--- config.mk ---
export PLATFORM = sky130hd
export DESIGN_NAME = mq_byteout_buf
export DESIGN_NICKNAME = d
export VERILOG_FILES = /design/src/rtl/mq_byteout_buf.sv
export SDC_FILE = /design/constraint.sdc
export NUM_CORES = 1
export LEC_CHECK = 0
export BUFFER_PORTS_ARGS = -buffer_cell sky130_fd_sc_hd__buf_4
export CAP_MARGIN = 20
export CORE_MARGIN = 1
export CORE_UTILIZATION = 35
export CTS_BUF_LIST = sky130_fd_sc_hd__clkbuf_2 sky130_fd_sc_hd__clkbuf_4 sky130_fd_sc_hd__clkbuf_8
export CTS_CLUSTER_DIAMETER = 120
export DETAILED_ROUTE_END_ITERATION = 16
export GPL_TIMING_DRIVEN = 0
export PLACE_DENSITY = 0.52
export SYNTH_ARGS = -nofsm -noshare
export SYNTH_HDL_FRONTEND = slang
export SYNTH_SLANG_ARGS = --single-unit
--- constraint.sdc ---
create_clock -name clk -period 5.4 [get_ports clk]
set_input_delay 0.81 -clock clk [delete_from_list [all_inputs] [get_ports clk]]
set_output_delay 0.81 -clock clk [all_outputs]
set_load 0.01 [all_outputs]
--- src/rtl/mq_byteout_buf.sv ---
// MQ coder byte-output stage: BYTEOUT with 0xFF stuffing and carry into the held byte B,
// the FLUSH sequence, and an output FIFO of {byte, address} pairs.
module mq_byteout_buf #(
    parameter int FIFO_DEPTH = 4,
    parameter int BP_W       = 16,
    parameter int BP_START   = 0
) (
    input  logic            clk,
    input  logic            rst,
    input  logic            bo_req,
    input  logic            flush_req,
    output logic            req_ready,
    input  logic [27:0]     c_in,
    input  logic [15:0]     a_in,
    input  logic [3:0]      ct_in,
    output logic [27:0]     c_out,
    output logic [3:0]      ct_out,
    output logic            bo_done,
    output logic            flush_done,
    output logic [7:0]      out_data,
    output logic [BP_W-1:0] out_bp,
    output logic            out_valid,
    input  logic            out_ready,
    output logic [BP_W-1:0] byte_count
);

    localparam int AW = (FIFO_DEPTH > 1) ? $clog2(FIFO_DEPTH) : 1;
    localparam int EW = 8 + BP_W;
    localparam logic [AW:0] DEPTH_C  = (AW+1)'(FIFO_DEPTH);
    localparam logic [AW:0] DEPTH_M2 = (AW+1)'(FIFO_DEPTH - 2);

    localparam logic [2:0] S_IDLE = 3'd0;
    localparam logic [2:0] S_SETB = 3'd1;
    localparam logic [2:0] S_FL1  = 3'd2;
    localparam logic [2:0] S_FL2  = 3'd3;
    localparam logic [2:0] S_LAST = 3'd4;

    typedef struct packed {
        logic [7:0]  ebyte;
        logic [7:0]  nb;
        logic [27:0] nc;
        logic [3:0]  nct;
    } bo_t;

    function automatic bo_t byteout(input logic [7:0] b, input logic [27:0] c);
        bo_t        r;
        logic [7:0] b1;
        b1 = b + 8'd1;
        if (b == 8'hFF) begin
            r.ebyte = 8'hFF;
            r.nb    = {1'b0, c[26:20]};
            r.nc    = c & 28'h00FFFFF;
            r.nct   = 4'd7;
        end else if (!c[27]) begin
            r.ebyte = b;
            r.nb    = c[26:19];
            r.nc    = c & 28'h007FFFF;
            r.nct   = 4'd8;
        end else if (b1 == 8'hFF) begin
            // carry made B 0xFF: bit 27 is consumed by the carry, then stuff
            r.ebyte = 8'hFF;
            r.nb    = {1'b0, c[26:20]};
            r.nc    = c & 28'h00FFFFF;
            r.nct   = 4'd7;
        end else begin
            r.ebyte = b1;
            r.nb    = c[26:19];
            r.nc    = c & 28'h007FFFF;
            r.nct   = 4'd8;
        end
        return r;
    endfunction

    function automatic logic [27:0] setbits(input logic [27:0] c, input logic [15:0] a,
                                            input logic [3:0] ct);
        logic [27:0] t;
        logic [27:0] cs;
        t  = c + {12'h000, a};
        cs = c | 28'h000FFFF;
        if (cs >= t) cs = cs - 28'h0008000;
        return cs << ct;
    endfunction

    logic [2:0]      state;
    logic [27:0]     c_reg;
    logic [15:0]     a_reg;
    logic [3:0]      ct_reg;
    logic [7:0]      b_reg;
    logic            first;
    logic [BP_W-1:0] bp;
    logic [EW-1:0]   mem [FIFO_DEPTH];
    logic [AW-1:0]   wr_ptr, rd_ptr;
    logic [AW:0]     count;
    logic [EW-1:0]   head;
    logic            idle, pop, push, stall, push_space, free_ge1, free_ge2;
    logic            accept_bo, accept_fl, emit_try;
    logic [7:0]      emit_byte;
    logic [27:0]     bo_src;
    bo_t             bo_res;

    assign idle       = (state == S_IDLE);
    assign out_valid  = (count != '0);
    assign head       = mem[rd_ptr];
    assign out_data   = out_valid ? head[EW-1:BP_W] : 8'h00;
    assign out_bp     = out_valid ? head[BP_W-1:0] : '0;
    assign pop        = out_valid && out_ready;
    assign free_ge1   = (count < DEPTH_C);
    assign free_ge2   = (count <= DEPTH_M2);
    assign push_space = free_ge1 || pop;
    assign accept_bo  = idle && bo_req && free_ge1;
    assign accept_fl  = idle && flush_req && !bo_req && free_ge2;
    assign req_ready  = idle && free_ge1 && (bo_req || !flush_req || free_ge2);

    always_comb begin
        bo_src    = idle ? c_in : c_reg;
        bo_res    = byteout(b_reg, bo_src);
        emit_try  = 1'b0;
        emit_byte = bo_res.ebyte;
        case (state)
            S_IDLE:        emit_try = accept_bo;
            S_FL1, S_FL2:  emit_try = 1'b1;
            S_LAST: begin
                emit_try  = (b_reg != 8'hFF);
                emit_byte = b_reg;
            end
            default: ;
        endcase
        // while first is set the byte is the dummy in front of the codeblock
        push  = emit_try && !first && push_space;
        stall = emit_try && !first && !push_space;
    end

    always_ff @(posedge clk or negedge rst) begin
        if (!rst) begin
            state      <= S_IDLE;
            b_reg      <= 8'h00;
            first      <= 1'b1;
            bp         <= BP_W'(BP_START);
            byte_count <= '0;
            c_out      <= '0;
            ct_out     <= '0;
            bo_done    <= 1'b0;
            flush_done <= 1'b0;
            wr_ptr     <= '0;
            rd_ptr     <= '0;
            count      <= '0;
        end else begin
            bo_done    <= 1'b0;
            flush_done <= 1'b0;
            if (push) begin
                wr_ptr     <= wr_ptr + 1'b1;
                bp         <= bp + 1'b1;
                byte_count <= byte_count + 1'b1;
            end
            if (pop) rd_ptr <= rd_ptr + 1'b1;
            case ({push, pop})
                2'b10:   count <= count + 1'b1;
                2'b01:   count <= count - 1'b1;
                default: ;
            endcase
            case (state)
                S_IDLE: begin
                    if (accept_bo) begin
                        b_reg   <= bo_res.nb;
                        c_out   <= bo_res.nc;
                        ct_out  <= bo_res.nct;
                        bo_done <= 1'b1;
                        first   <= 1'b0;
                    end else if (accept_fl) begin
                        state <= S_SETB;
                    end
                end
                S_SETB: state <= S_FL1;
                S_FL1, S_FL2: begin
                    if (!stall) begin
                        b_reg <= bo_res.nb;
                        first <= 1'b0;
                        state <= (state == S_FL1) ? S_FL2 : S_LAST;
                    end
                end
                S_LAST: begin
                    if (!stall) begin
                        // next codeblock starts like a fresh reset: B=0 behind a dummy byte
                        b_reg      <= 8'h00;
                        first      <= 1'b1;
                        flush_done <= 1'b1;
                        state      <= S_IDLE;
                    end
                end
                default: state <= S_IDLE;
            endcase
        end
    end

    always_ff @(posedge clk) begin
        if (push) mem[wr_ptr] <= {emit_byte, bp};
        case (state)
            S_IDLE: begin
                if (accept_fl) begin
                    c_reg  <= c_in;
                    a_reg  <= a_in;
                    ct_reg <= ct_in;
                end
            end
            S_SETB:       c_reg <= setbits(c_reg, a_reg, ct_reg);
            S_FL1, S_FL2: if (!stall) c_reg <= bo_res.nc << bo_res.nct;
            default: ;
        endcase
    end

endmodule

# --- Yosys cells after proc, flatten, opt, wreduce, memory -nomap -nowiden ---
# Memory sizes are Yosys's and may differ from the RTL's.
# Cells that the tools add are included.
classes:
  add_sub_neg: 9
  magnitude_cmp: 3
  eq_ne: 14
  shift: 2
  n_mux: 34
  reduce_logical: 29
op_table:
  columns: ["cell", "n"]
  rows:
  - ["48-bit 2-to-1 mux", 3]
  - ["28-bit 2-to-1 mux", 5]
  - ["28-bit case mux with 3 select lines", 1]
  - ["28-bit by 4-bit << shifter with 28-bit output", 2]
  - ["8-bit 2-to-1 mux", 5]
  - ["16-bit by 1-bit adder with 16-bit output, second input constant", 2]
  - ["28-bit by 16-bit adder with 28-bit output", 1]
  - ["28-bit greater-or-equal comparator", 1]
  - ["28-bit by 16-bit subtractor with 28-bit output, second input constant", 1]
  - ["8-bit case mux with 3 select lines", 1]
  - ["8-bit == test, second input constant", 2]
  - ["16-bit 2-to-1 mux", 1]
  - ["3-bit 2-to-1 mux", 5]
  - ["3-bit case mux with 4 select lines", 1]
  - ["1-bit logical AND", 11]
  - ["1-bit 2-to-1 mux", 9]
  - ["3-bit nonzero test", 3]
  - ["8-bit by 1-bit adder with 8-bit output, second input constant", 1]
  - ["8-bit inequality test, second input constant", 1]
  - ["4-bit AND reduction", 2]
  - ["3-bit by 2-bit == test with 1-bit output, second input constant", 2]
  - ["2-bit inequality test, second input constant", 3]
  - ["1-bit case mux with 3 select lines", 2]
  - ["3-bit case mux with 2 select lines", 1]
  - ["17 further kinds", 25]
word_totals:
  reg_bits: 133
  mem_bits_rw: 96
  in_bits: 53
  out_inout_bits: 76
  wordCells: 107
  memories: 1
mem_list:
  columns: ["name", "words", "width", "read_ports", "rd_ports_with_merged_regs", "write_ports", "line", "rtl"]
  rows:
  - ["mem", 4, 24, 1, 0, 1, "91", "logic [EW-1:0] mem [FIFO_DEPTH];"]

# --- Logic depth before layout (Yosys ltp) ---
# Gate-level depths: netlist of run 1.
logic_depth:
  depth_word: 8
  depth_mapped: 19
  ltp_nobuf: 19

# --- Worst setup path after synthesis of run 1 ---
# No wires, ideal clock.
synth_timing:
  path_kind: "reg2reg"
  start: "reg c_reg[0]"
  end: "reg c_reg[22] (data pin)"
  setup_time_ps: 255
  t_arrival_ps: 4692
  required_time_ps: 5145
  path_slack_ps: 453
  stages_incl_launch_ff: 20
  n_path_buf: 0
  synth_period_minus_slack_ps: 4947
  path_cell_list: "edfxtp_1 ha_1 fa_1 a21o_1 a221o_1 and4_1 o41ai_2 o21bai_1 a21o_1 and3_1 ha_1 xnor2_1 o311ai_0 a2111oi_0 and4_1 nand4_1 o22ai_2 a31oi_4 mux4_2 a31o_1"
synth_via:
  elab_chain_cells: 7
  word_cells_on_any_way: 12
  classes_between: "1 x add/sub; 1 x order compare; 2 x shift; 8 x mux"
synth_lines:
  columns: ["item", "line", "rtl"]
  rows:
  - ["start: declaration", "85", "logic [27:0] c_reg;"]
  - ["start signal: assignment", "200", "c_reg <= c_in;"]
  - ["start signal: assignment", "205", "S_SETB: c_reg <= setbits(c_reg, a_reg, ct_reg);"]
  - ["start signal: assignment", "206", "S_FL1, S_FL2: if (!stall) c_reg <= bo_res.nc << bo_res.nct;"]
  - ["parallel branches: the longest is 6 deep, another holds 28-bit by 16-bit adder with 28-bit output", null, null]
  - ["28-bit case mux with 3 select lines *", "197", "case (state)"]
# Every way passes the cells marked *. The select of a mux whose other input is x is not followed.
# A chain may end at the register's enable or synchronous reset.

# --- Worst setup path after layout of run 1 ---
# Ends and elaborated chain as after synthesis.

==> out/summary.txt, run 1 <==
Worst Setup Start Kind - flip-flop
Worst-Skew Late Latency - 0.55 ns
P_int - 0.005225 W
Share of layout cells above drive strength 1 - 24.55%
Total wire length - 28.77 mm
Die Width - 181.9 µm
Ys async rst share - 34.25%
Synthesized area per cell - 11.85 µm²
# clock sinks - 219
Clock slew at reported path FFs - 0.07 ns
Crit path DAT - 5.63 ns
CP Max Fanout - 5
CTS max path bufs - 3
Max Freq - 0.1875 GHz
Gr usage total - 17.42%
TritonCTS buffer count - 40
Largest net degree at the start of global routing - 76
Layout area overhead - 23.21%
Total power - 0.008440 W
Slew headroom - 31.91%
DRC errors left - 0
Mapped Cells - 956
Placer Congestion - 0.8430
CTS root buffer - clkbuf_8
Ys Warns - 0
Setup crit end - c_reg[22]$_DFFE_PP_
Final setup fails - 0
Req. time, crit path - 5.69 ns
Crit share post-route - 98.77%
Die Area - 33080 µm²
CTS tree - done
Synthesized area - 11320 µm²
Initial antenna violation count - 0
Sequential power share - 34.3%
Tmin final - 5.334 ns
Vias/cell - 5.204
DR pass1 iterations - 7
Core ar. - 31720 µm²
Final nets - 1227
Top cells by area, synth - edfxtp_1 (38%), dfrtp_1 (16%), mux4_2 (6.4%)
Rows - 65
Sw Ratio - 38.09%
Leak - 5.725 nW
Outcome - complete, no violations
Worst Tran Pin Value - 1.019 ns
I/O pin cnt - 129
Slew Viols, Final - 0
CP endpoint kind - flip-flop
Worst R2R End - c_reg[22]$_DFFE_PP_
Setup Skew - 0.02045 ns
Worst R2R Setup Slack - 0.07 ns
Critical Path Start - c_reg[0]$_DFFE_PP_
First-pass GRT wire length - 44.64 mm
Vias in the first global route - 7974
VDD IR max - 271.7 µV
CP Class - reg -> reg
H-tree depth - 2
Main flop type after synthesis - edfxtp_1
Combinational power share - 46.0%
Dpl hpwl - 20.92 mm
Vert. Die Dim - 181.9 µm
Distinct cells, synth - 77
Post-synth EDFFs - 144
Number of I/O port buffers - 120
Hold slack - 0.1407 ns
Register area share after synthesis - 54.77%
Reg2reg start - c_reg[0]$_DFFE_PP_
Final hold violations - 0
Area share of the largest cell type after synthesis - 38.18%
Min-Delay Path Class - in -> async
Grt total ovfl - 0
Maxcap violations - 0
Seq cells post-synth - 219
Starting Density - 35.70%
Clock power frac - 19.7%
Hold-fix buffers, CTS - 0
Worst reg2reg path depth - 19
Sw power - 0.003215 W
Area leader, netlist - edfxtp_1
PwrDens - 604.9 nW/µm²
Detailed-route wire length per cell - 18.25 µm
Post-route ant nets - 0
Max FFs per register - 96
Starting DRT DRC Count - 463
Vias post-DR - 8202
==> metrics by stage <==
step / TNS (ns) / setup WS, ns / std cells / utilization (%) / area, µm²
after detailed placement: -0.8592 / -0.3317 / 1492 / 40.79 / 12940
after floorplan: 0 / 0.4531 / 963 / - / 11350
after CTS: 0 / 0.04374 / 1567 / 43.61 / 13830
after global placement: -5.550 / -0.2770 / 1485 / 40.21 / 12750
final: 0 / 0.06615 / 1576 / 43.99 / 13950
after global routing: -0.02301 / -0.01250 / 1575 / 43.98 / 13950
==> timing repair <==
action | CTS | global route
setup endpoints to repair | 7 | 7
resized for setup | 4 | 8
cloned | 0 | 0
pin swaps | 3 | 11
setup buffers | 1 | 7
==> kinds of logic (layout without fill, tap and decap cells) <==
logic type	Yosys count	in the layout	share of synthesized area, %
mux	70	70	9.833
other cells	1	9	0.03311
buf+inv	73	283	2.817
fa+ha+maj	33	33	3.779
flops	219	219	54.77
simple gates	325	325	13.38
compound gates	182	182	11.29
xor+xnor	53	53	4.099
==> per-layer routing <==
metal  vias to the layer above  global-route usage (%)  wire [µm]
met5                         -                       0          0
met4                         0                   4.975        493
met3                        41                   3.510       1522
met2                       236                   28.69      13650
li1                       3940                       -          -
met1                      3985                   23.25      13100
==> power by group through the flow <==
stage | Combinational, W | Sequential (W) | Clock [W]
6_report | 0.00388 | 0.00289 | 0.00166
5_1_grt | 0.00427 | 0.00295 | 0.00178
4_1_cts | 0.00382 | 0.00290 | 0.00171
3_5_place_dp | 0.00377 | 0.00293 | 0
3_3_place_gp | 0.00362 | 0.00295 | 0
2_1_floorplan | 0.00246 | 0.00284 | 0
==> worst max-delay path, stage by stage, from the launching register on <==
cell and delay, ns:
edfxtp_1 0.43, ha_2 0.21, fa_2 0.35, a21o_1 0.19, a221o_1 0.37, and4_4 0.23
o41ai_4 0.36, o21bai_1 0.12, a21o_1 0.19, and3_1 0.22, ha_4 0.23, xnor2_2 0.22
o311ai_1 0.14, a2111oi_1 0.37, and4_1 0.26, nand4_1 0.19, o22ai_2 0.22, a31oi_4 0.08
mux4_2 0.49, a31o_1 0.23
==> cell usage after synthesis (6+ instances only) <==
| library cell | count |
|---|---|
| a211oi_1 | 6 |
| and2_1 | 33 |
| a22o_1 | 13 |
| mux4_2 | 32 |
| inv_1 | 17 |
| edfxtp_1 | 144 |
| nand3_1 | 25 |
| mux2_2 | 10 |
| nand2_1 | 141 |
| ha_1 | 31 |
| and3_1 | 14 |
| clkbuf_1 | 33 |
| o31ai_1 | 9 |
| nor2b_1 | 6 |
| buf_4 | 10 |
| dfrtp_1 | 74 |
| o211ai_1 | 6 |
| xor2_1 | 16 |
| o22ai_1 | 8 |
| o221ai_1 | 6 |
| buf_2 | 6 |
| mux2i_1 | 28 |
| nand4_1 | 13 |
| nor2_1 | 58 |
| o21ai_0 | 33 |
| xnor2_1 | 37 |
| a21o_1 | 12 |
| nand2b_1 | 6 |
| a21oi_1 | 38 |
| nor3_1 | 10 |
==> cell type report <==
class,count,area [µm²]
Multi-Input combinational cell,671,4908
Tap cell,402,503.0
Clock inverter,11,88.84
Sequential cell,219,6202
Antenna cell,1,2.502
Clock buffer,63,773.2
Fill cell,3012,17760
Timing Repair Buffer,136,1156
Inverter,19,71.32
Buffer,54,247.7
==> cells in the final DEF (no fill, tap or decap), types with 8 or more instances in the layout <==
cell        n
clkbuf_8   48
o22ai_1     8
nand3_1    25
a21oi_1    38
xnor2_1    36
a22o_1     13
nor2_1     57
mux2_2     10
clkbuf_1   33
and2_1     33
clkbuf_4   15
o21ai_0    33
edfxtp_1  144
a21o_1     12
nand4_1    13
mux2i_1    28
ha_1       28
inv_1      17
nor3_1     10
xor2_1     16
nand2_1   141
buf_4     138
mux4_2     32
o31ai_1     9
dfrtp_1    74
conb_1      8
and3_1     14
==> worst min-delay path by stage <==
| stage | slack [ns] | to | cells after the start | from |
|---|---|---|---|---|
| after detailed placement | 0.46 | c_out[5]$_DFFE_PN0P_ | 2 | c_out[5]$_DFFE_PN0P_ |
| after global routing | 0.14 | c_out[9]$_DFFE_PN0P_ | 1 | rst |
| after floorplan | 0.46 | count[0]$_DFFE_PN0P_ | 1 | count[0]$_DFFE_PN0P_ |
| final | 0.14 | c_out[9]$_DFFE_PN0P_ | 1 | rst |
| after global placement | 0.46 | c_out[7]$_DFFE_PN0P_ | 2 | c_out[7]$_DFFE_PN0P_ |
| after CTS | 0.41 | a_reg[15]$_DFFE_PP_ | 1 | a_in[15] |
Note: power is estimated with default switching activity, not from simulation.
==> inputs of run 2 (changes only) <==
- CELL_PAD_IN_SITES_DETAIL_PLACEMENT: default -> 1
- CELL_PAD_IN_SITES_GLOBAL_PLACEMENT: default -> 2
- PLACE_DENSITY: 0.52 -> 0.72
==> out/summary.txt, run 2 (synthesis gave the netlist of run 1 again) <==
Outcome - complete, no violations
Core ar. - 31720 µm² (unchanged)
# clock sinks - 219 (unchanged)
Reg2reg start - c_reg[0]$_DFFE_PP_
Leak - 5.699 nW (-0.46%)
Placer Congestion - 0.7900 (-6.3%)
Crit share post-route - 96.66% (-2.1 points)
Number of I/O port buffers - 120 (unchanged)
CP endpoint kind - flip-flop
Post-Place Cells - 1491 (-0.067%)
Commonest non-fill, non-tap cell in the layout - edfxtp_1
Min-Delay Path Class - in -> async
Clock power frac - 19.6% (about the same)
P_int - 0.005232 W (+0.13%)
Grt total ovfl - 0 (unchanged)
Crit path DAT - 5.53 ns (-0.10 ns)
Share of layout cells above drive strength 1 - 24.47% (-0.087 points)
Worst-Skew Late Latency - 0.55 ns (about the same)
Vias in the first global route - 8737 (+9.6%)
Total wire length - 31.89 mm (+11%)
Ant diodes - 0 (-1)
Req. time, crit path - 5.71 ns (+0.02 ns)
Slew Viols, Final - 0 (unchanged)
Slew headroom - 31.57% (-0.34 points)
Combinational power share - 46.5% (+0.5 points)
Final setup fails - 0 (unchanged)
Max Freq - 0.1916 GHz (+2.2%)
Layout area overhead - 23.22% (about the same)
Max FFs per register - 96 (unchanged)
Highest-count cells in the layout ignoring fill and taps - edfxtp_1 (144), nand2_1 (141), buf_4 (135)
CTS tree - done
Placed Area - 12910 µm² (-0.21%)
PwrDens - 615.7 nW/µm² (+1.8%)
First-pass GRT wire length - 50.24 mm (+13%)
Sw power - 0.003360 W (+4.5%)
VDD IR max - 222.6 µV (-18%)
Sw Ratio - 39.10% (+1.0 points)
Hold slack - 0.1217 ns (-0.01906 ns)
Final nets - 1223 (-0.33%)
Dpl hpwl - 23.69 mm (+13%)
H-tree depth - 2 (unchanged)
Initial antenna violation count - 0 (unchanged)
Vert. Die Dim - 181.9 µm (unchanged)
DRC errors left - 0 (unchanged)
Starting Density - 35.70% (unchanged)
Layout Cells excl Fill - 1571 (-0.32%)
CTS max path bufs - 3 (unchanged)
Critical Path Start - c_reg[0]$_DFFE_PP_
Worst Setup Start Kind - flip-flop
Design Area, Final - 13950 µm² (about the same)
Rows - 65 (unchanged)
Die Area - 33080 µm² (unchanged)
Final hold violations - 0 (unchanged)
Hold-fix buffers, CTS - 0 (unchanged)
Vias/cell - 5.254 (+0.95%)
Largest net degree at the start of global routing - 76 (unchanged)
CP Max Fanout - 8 (+3)
DR pass1 iterations - 5 (-2)
Vias post-DR - 8254 (+0.63%)
Tmin final - 5.220 ns (-0.1140 ns)
Gr usage total - 19.58% (+2.2 points)
CP Class - reg -> reg
Detailed-route wire length per cell - 20.30 µm (+11%)
Setup Skew - 0.02223 ns (+0.001781 ns)
Clock slew at reported path FFs - 0.07 ns (about the same)
CTS root buffer - clkbuf_8
Post-route ant nets - 0 (unchanged)
Worst Tran Pin Value - 1.024 ns (+0.005015 ns)
Sequential power share - 33.9% (-0.4 points)
I/O pin cnt - 129 (unchanged)
TritonCTS buffer count - 40 (unchanged)
Die Width - 181.9 µm (unchanged)
Starting DRT DRC Count - 410 (-11%)
Maxcap violations - 0 (unchanged)
Filler Cells Inserted - 3445 (+14%)
run 2: changes by cell type in the layout (fill, tap and decap cells not counted), sizes merged:
cell / change
buf: -4
bufinv: +1
clkbuf: -6
clkinv: +6
clkinvlp: +1
diode: -1
inv: -2
run 2: layout make-up:
cell class	instances	area [µm²]	share of cell area, %
plain buffers	54	247.7	1.775
clock inverters	17	157.7	1.130
well taps	402	503.0	3.604
flip-flops and latches	219	6202	44.45
repair buffers	132	1106	7.926
multi-input cells	671	4957	35.52
inverters	19	71.32	0.5111
clock buffers	57	709.4	5.084
run 2: power groups by stage:
stage / Sequential [W] / Clock [W] / Combinational [W]
2_1_floorplan: 0.00284 / 0 / 0.00246
5_1_grt: 0.00298 / 0.00181 / 0.00440
6_report: 0.00291 / 0.00168 / 0.00400
3_3_place_gp: 0.00295 / 0 / 0.00366
4_1_cts: 0.00292 / 0.00174 / 0.00391
3_5_place_dp: 0.00295 / 0 / 0.00385
run 2: repair_timing:
action                                 CTS  global route
endpoints found under the hold margin    0             0
pin swaps                                5            15
setup endpoints to repair                8             9
resized for setup                        4            15
setup buffers                            1             4
run 2: metal layers:
layer  wire (µm)  part of all wire (%)  track usage (%)  vias to the layer above
met5           0                     0                0                        -
met1       14190                    45            25.12                     4078
met4         665                   2.1            5.176                        0
li1            -                     -                -                     3923
met2       15730                    49            34.12                      203
met3        1297                   4.1            3.289                       50
run 2: per-stage QoR:
| stage | total power [W] | worst slack, ns | util, % | setup TNS (ns) |
|---|---|---|---|---|
| 3_5_place_dp | 0.006798 | -0.3408 | 40.70 | -1.108 |
| 4_1_cts | 0.008568 | 0.03060 | 43.54 | 0 |
| 5_1_grt | 0.009191 | -0.01902 | 44.00 | -0.03592 |
| 6_report | 0.008592 | 0.1802 | 44.00 | 0 |
| 2_1_floorplan | 0.005303 | 0.4531 | - | 0 |
| 3_3_place_gp | 0.006609 | -0.2725 | 40.21 | -5.495 |
run 2: final timing paths:
kind / endpoint / slack [ns] / cells past startpoint
max: c_reg[22]$_DFFE_PP_ / 0.18 / 19
min: c_out[8]$_DFFE_PN0P_ / 0.12 / 1
max reg2reg: c_reg[22]$_DFFE_PP_ / 0.18 / 19
min reg2reg: c_out[15]$_DFFE_PN0P_ / 0.48 / 2
max in group asynchronous: first$_DFFE_PN1P_ / 4.66 / 2
min in group clk: ct_reg[3]$_DFFE_PP_ / 0.44 / 1
run 2: worst max-delay path, cell delays in order, from the launching register on:
cell and delay, ns:
edfxtp_1 0.46, ha_2 0.23, fa_2 0.36, a21o_1 0.19
a221o_1 0.40, and4_4 0.19, o41ai_4 0.35, o21bai_1 0.12
a21o_1 0.20, and3_4 0.19, ha_4 0.23, xnor2_4 0.21
o311ai_4 0.13, a2111oi_2 0.27, and4_1 0.27, nand4_1 0.19
o22ai_2 0.21, a31oi_4 0.10, mux4_2 0.49, a31o_1 0.18
==> inputs of run 3 (changes only) <==
- PLACE_DENSITY: 0.72 -> 0.75
- clock period: 5.4 -> 4.4 ns (I/O delays scaled with it)
==> out/summary.txt, run 3 (synthesis gave the netlist of run 1 again) <==
Largest net degree at the start of global routing - 76 (unchanged)
Ant diodes - 0 (unchanged)
Vias post-DR - 8344 (+1.1%)
Rows - 65 (unchanged)
Commonest non-fill, non-tap cell in the layout - edfxtp_1
Detailed-route wire length per cell - 20.12 µm (-0.87%)
CP endpoint kind - flip-flop
PwrDens - 754.2 nW/µm² (+22%)
Placer Congestion - 0.8316 (+5.3%)
Failing checks - setup timing
Worst path max stage delay - 0.49 ns (about the same)
Total wire length - 31.63 mm (-0.80%)
Crit-path cells - ha_2, fa_2, a21o_1, a221o_1, and4_4, o41ai_4, o21bai_1, a21o_1, and3_4, ha_4, xnor2_4, o311ai_2, a2111oi_2, and4_1, nand4_1, o22ai_2, a31oi_4, mux4_2, a31o_1
Initial antenna violation count - 1 (+1)
Die Width - 181.9 µm (unchanged)
Worst reg2reg path depth - 19 (unchanged)
Vias/cell - 5.308 (+1.0%)
Final hold violations - 0 (unchanged)
Final setup fails - 13 (+13)
Starting Density - 35.70% (unchanged)
First-pass GRT wire length - 49.76 mm (-0.95%)
CTS tree - done
Reg2reg start - c_reg[0]$_DFFE_PP_
Critical Path Start - c_reg[0]$_DFFE_PP_
# clock sinks - 219 (unchanged)
Core ar. - 31720 µm² (unchanged)
Vias in the first global route - 8700 (-0.42%)
Gr usage total - 19.31% (-0.27 points)
Placed Area - 12900 µm² (about the same)
Slew headroom - 32.50% (+0.92 points)
Design Area, Final - 14000 µm² (+0.31%)
Worst Setup Start Kind - flip-flop
VDD IR max - 287.5 µV (+29%)
Vert. Die Dim - 181.9 µm (unchanged)
Utilization after layout - 44.13% (+0.13 points)
CTS max path bufs - 3 (unchanged)
Crit share post-route - 111.2% (+15 points)
Starting DRT DRC Count - 409 (-0.24%)
CP Max Fanout - 3 (-5)
CP max stage cell - mux4_2
Min-Delay Path Class - in -> async
Layout Cells excl Fill - 1572 (+0.064%)
Clock slew at reported path FFs - 0.06 ns (about the same)
TritonCTS buffer count - 40 (unchanged)
Tmin final - 4.891 ns (-0.3285 ns)
Filler Cells Inserted - 3420 (-0.73%)
Req. time, crit path - 4.68 ns (-1.03 ns)
Dpl hpwl - 23.15 mm (-2.3%)
Setup ws final - -0.4913 ns (-0.6715 ns)
CP Class - reg -> reg
Hold slack - 0.01375 ns (-0.1079 ns)
Final nets - 1225 (+0.16%)
I/O pin cnt - 129 (unchanged)
Max Freq - 0.2044 GHz (+6.7%)
CTS root buffer - clkbuf_8
Layout area overhead - 23.60%
Grt total ovfl - 0 (unchanged)
DR pass1 iterations - 5 (unchanged)
Number of I/O port buffers - 120 (unchanged)
Setup Skew - 0.03457 ns (+0.01234 ns)
H-tree depth - 2 (unchanged)
Highest-count cells in the layout ignoring fill and taps - edfxtp_1 (144), nand2_1 (141), buf_4 (137)
Worst Tran Pin Value - 1.010 ns (-0.01382 ns)
Share of layout cells above drive strength 1 - 25.13% (+0.66 points)
Post-Place Cells - 1491 (unchanged)
Maxcap violations - 0 (unchanged)
DRC errors left - 0 (unchanged)
Die Area - 33080 µm² (unchanged)
Leak - 5.729 nW (+0.52%)
Post-route ant nets - 0 (unchanged)
Outcome - finished with violations
Crit path DAT - 5.17 ns (-0.36 ns)
Slew Viols, Final - 0 (unchanged)
Worst-Skew Late Latency - 0.56 ns (about the same)
Unrepaired setup endpoints after global routing - yes
Most Frequent Cell on Critical Path - a21o_1
Max FFs per register - 96 (unchanged)
[run 3: worst max-delay path, delay by kind of cell, from the launching register on]
family                     cells  cell delay, ns
adders and majority gates      3            0.85
DFF                            1            0.45
and+or+nand+nor                4            0.78
AOI/OAI and AO/OA             10            1.95
muxes                          1            0.49
xor gates and xnor gates       1            0.13
[run 3: cell type report]
type | instances | area (µm²) | share of cell area (%)
flip-flops and latches | 219 | 6202 | 44.31
multi-input cells | 671 | 4982 | 35.59
repair buffers | 134 | 1109 | 7.920
clock buffers | 63 | 760.7 | 5.435
well taps | 402 | 503.0 | 3.593
plain buffers | 54 | 247.7 | 1.770
clock inverters | 10 | 121.4 | 0.8671
inverters | 19 | 71.32 | 0.5095
[run 3: path summary, 6_finish.rpt]
check / end / slack, ns
max: c_reg[22]$_DFFE_PP_ / -0.49
min: state[0]$_DFFE_PN0P_ / 0.01
max reg2reg: c_reg[22]$_DFFE_PP_ / -0.49
min reg2reg: byte_count[15]$_DFFE_PN0P_ / 0.48
max in group asynchronous: first$_DFFE_PN1P_ / 3.75
min in group clk: a_reg[2]$_DFFE_PP_ / 0.29
[run 3: where the power goes]
group	internal (W)	switching, W	total, W
clock network	0.00123	0.000890	0.00212
logic	0.00214	0.00273	0.00487
registers	0.00308	0.000491	0.00357
[run 3: stage by stage]
stage,worst slack (ns),setup TNS (ns),total power (W)
2_1_floorplan,-0.1712,-0.2704,0.006514
3_3_place_gp,-1.286,-42.53,0.008071
3_5_place_dp,-0.9087,-8.264,0.008314
4_1_cts,-0.7162,-7.327,0.01059
5_1_grt,-0.6420,-6.676,0.01126
6_report,-0.4913,-4.421,0.01056
[run 3: routing by layer]
| layer | vias to the layer above | track usage [%] | wire, µm |
|---|---|---|---|
| met3 | 50 | 3.490 | 1660 |
| met4 | 2 | 5.210 | 644 |
| li1 | 3919 | - | - |
| met2 | 226 | 33.22 | 15520 |
| met1 | 4147 | 24.95 | 13790 |
| met5 | - | 0 | 13 |
[run 3: repair_timing]
item / in CTS / in global routing
hold buffers: 0 / 0
gates resized for setup: 16 / 7
buffers inserted: 5 / 2
endpoints found under the setup margin: 13 / 13
pin swaps: 16 / 6
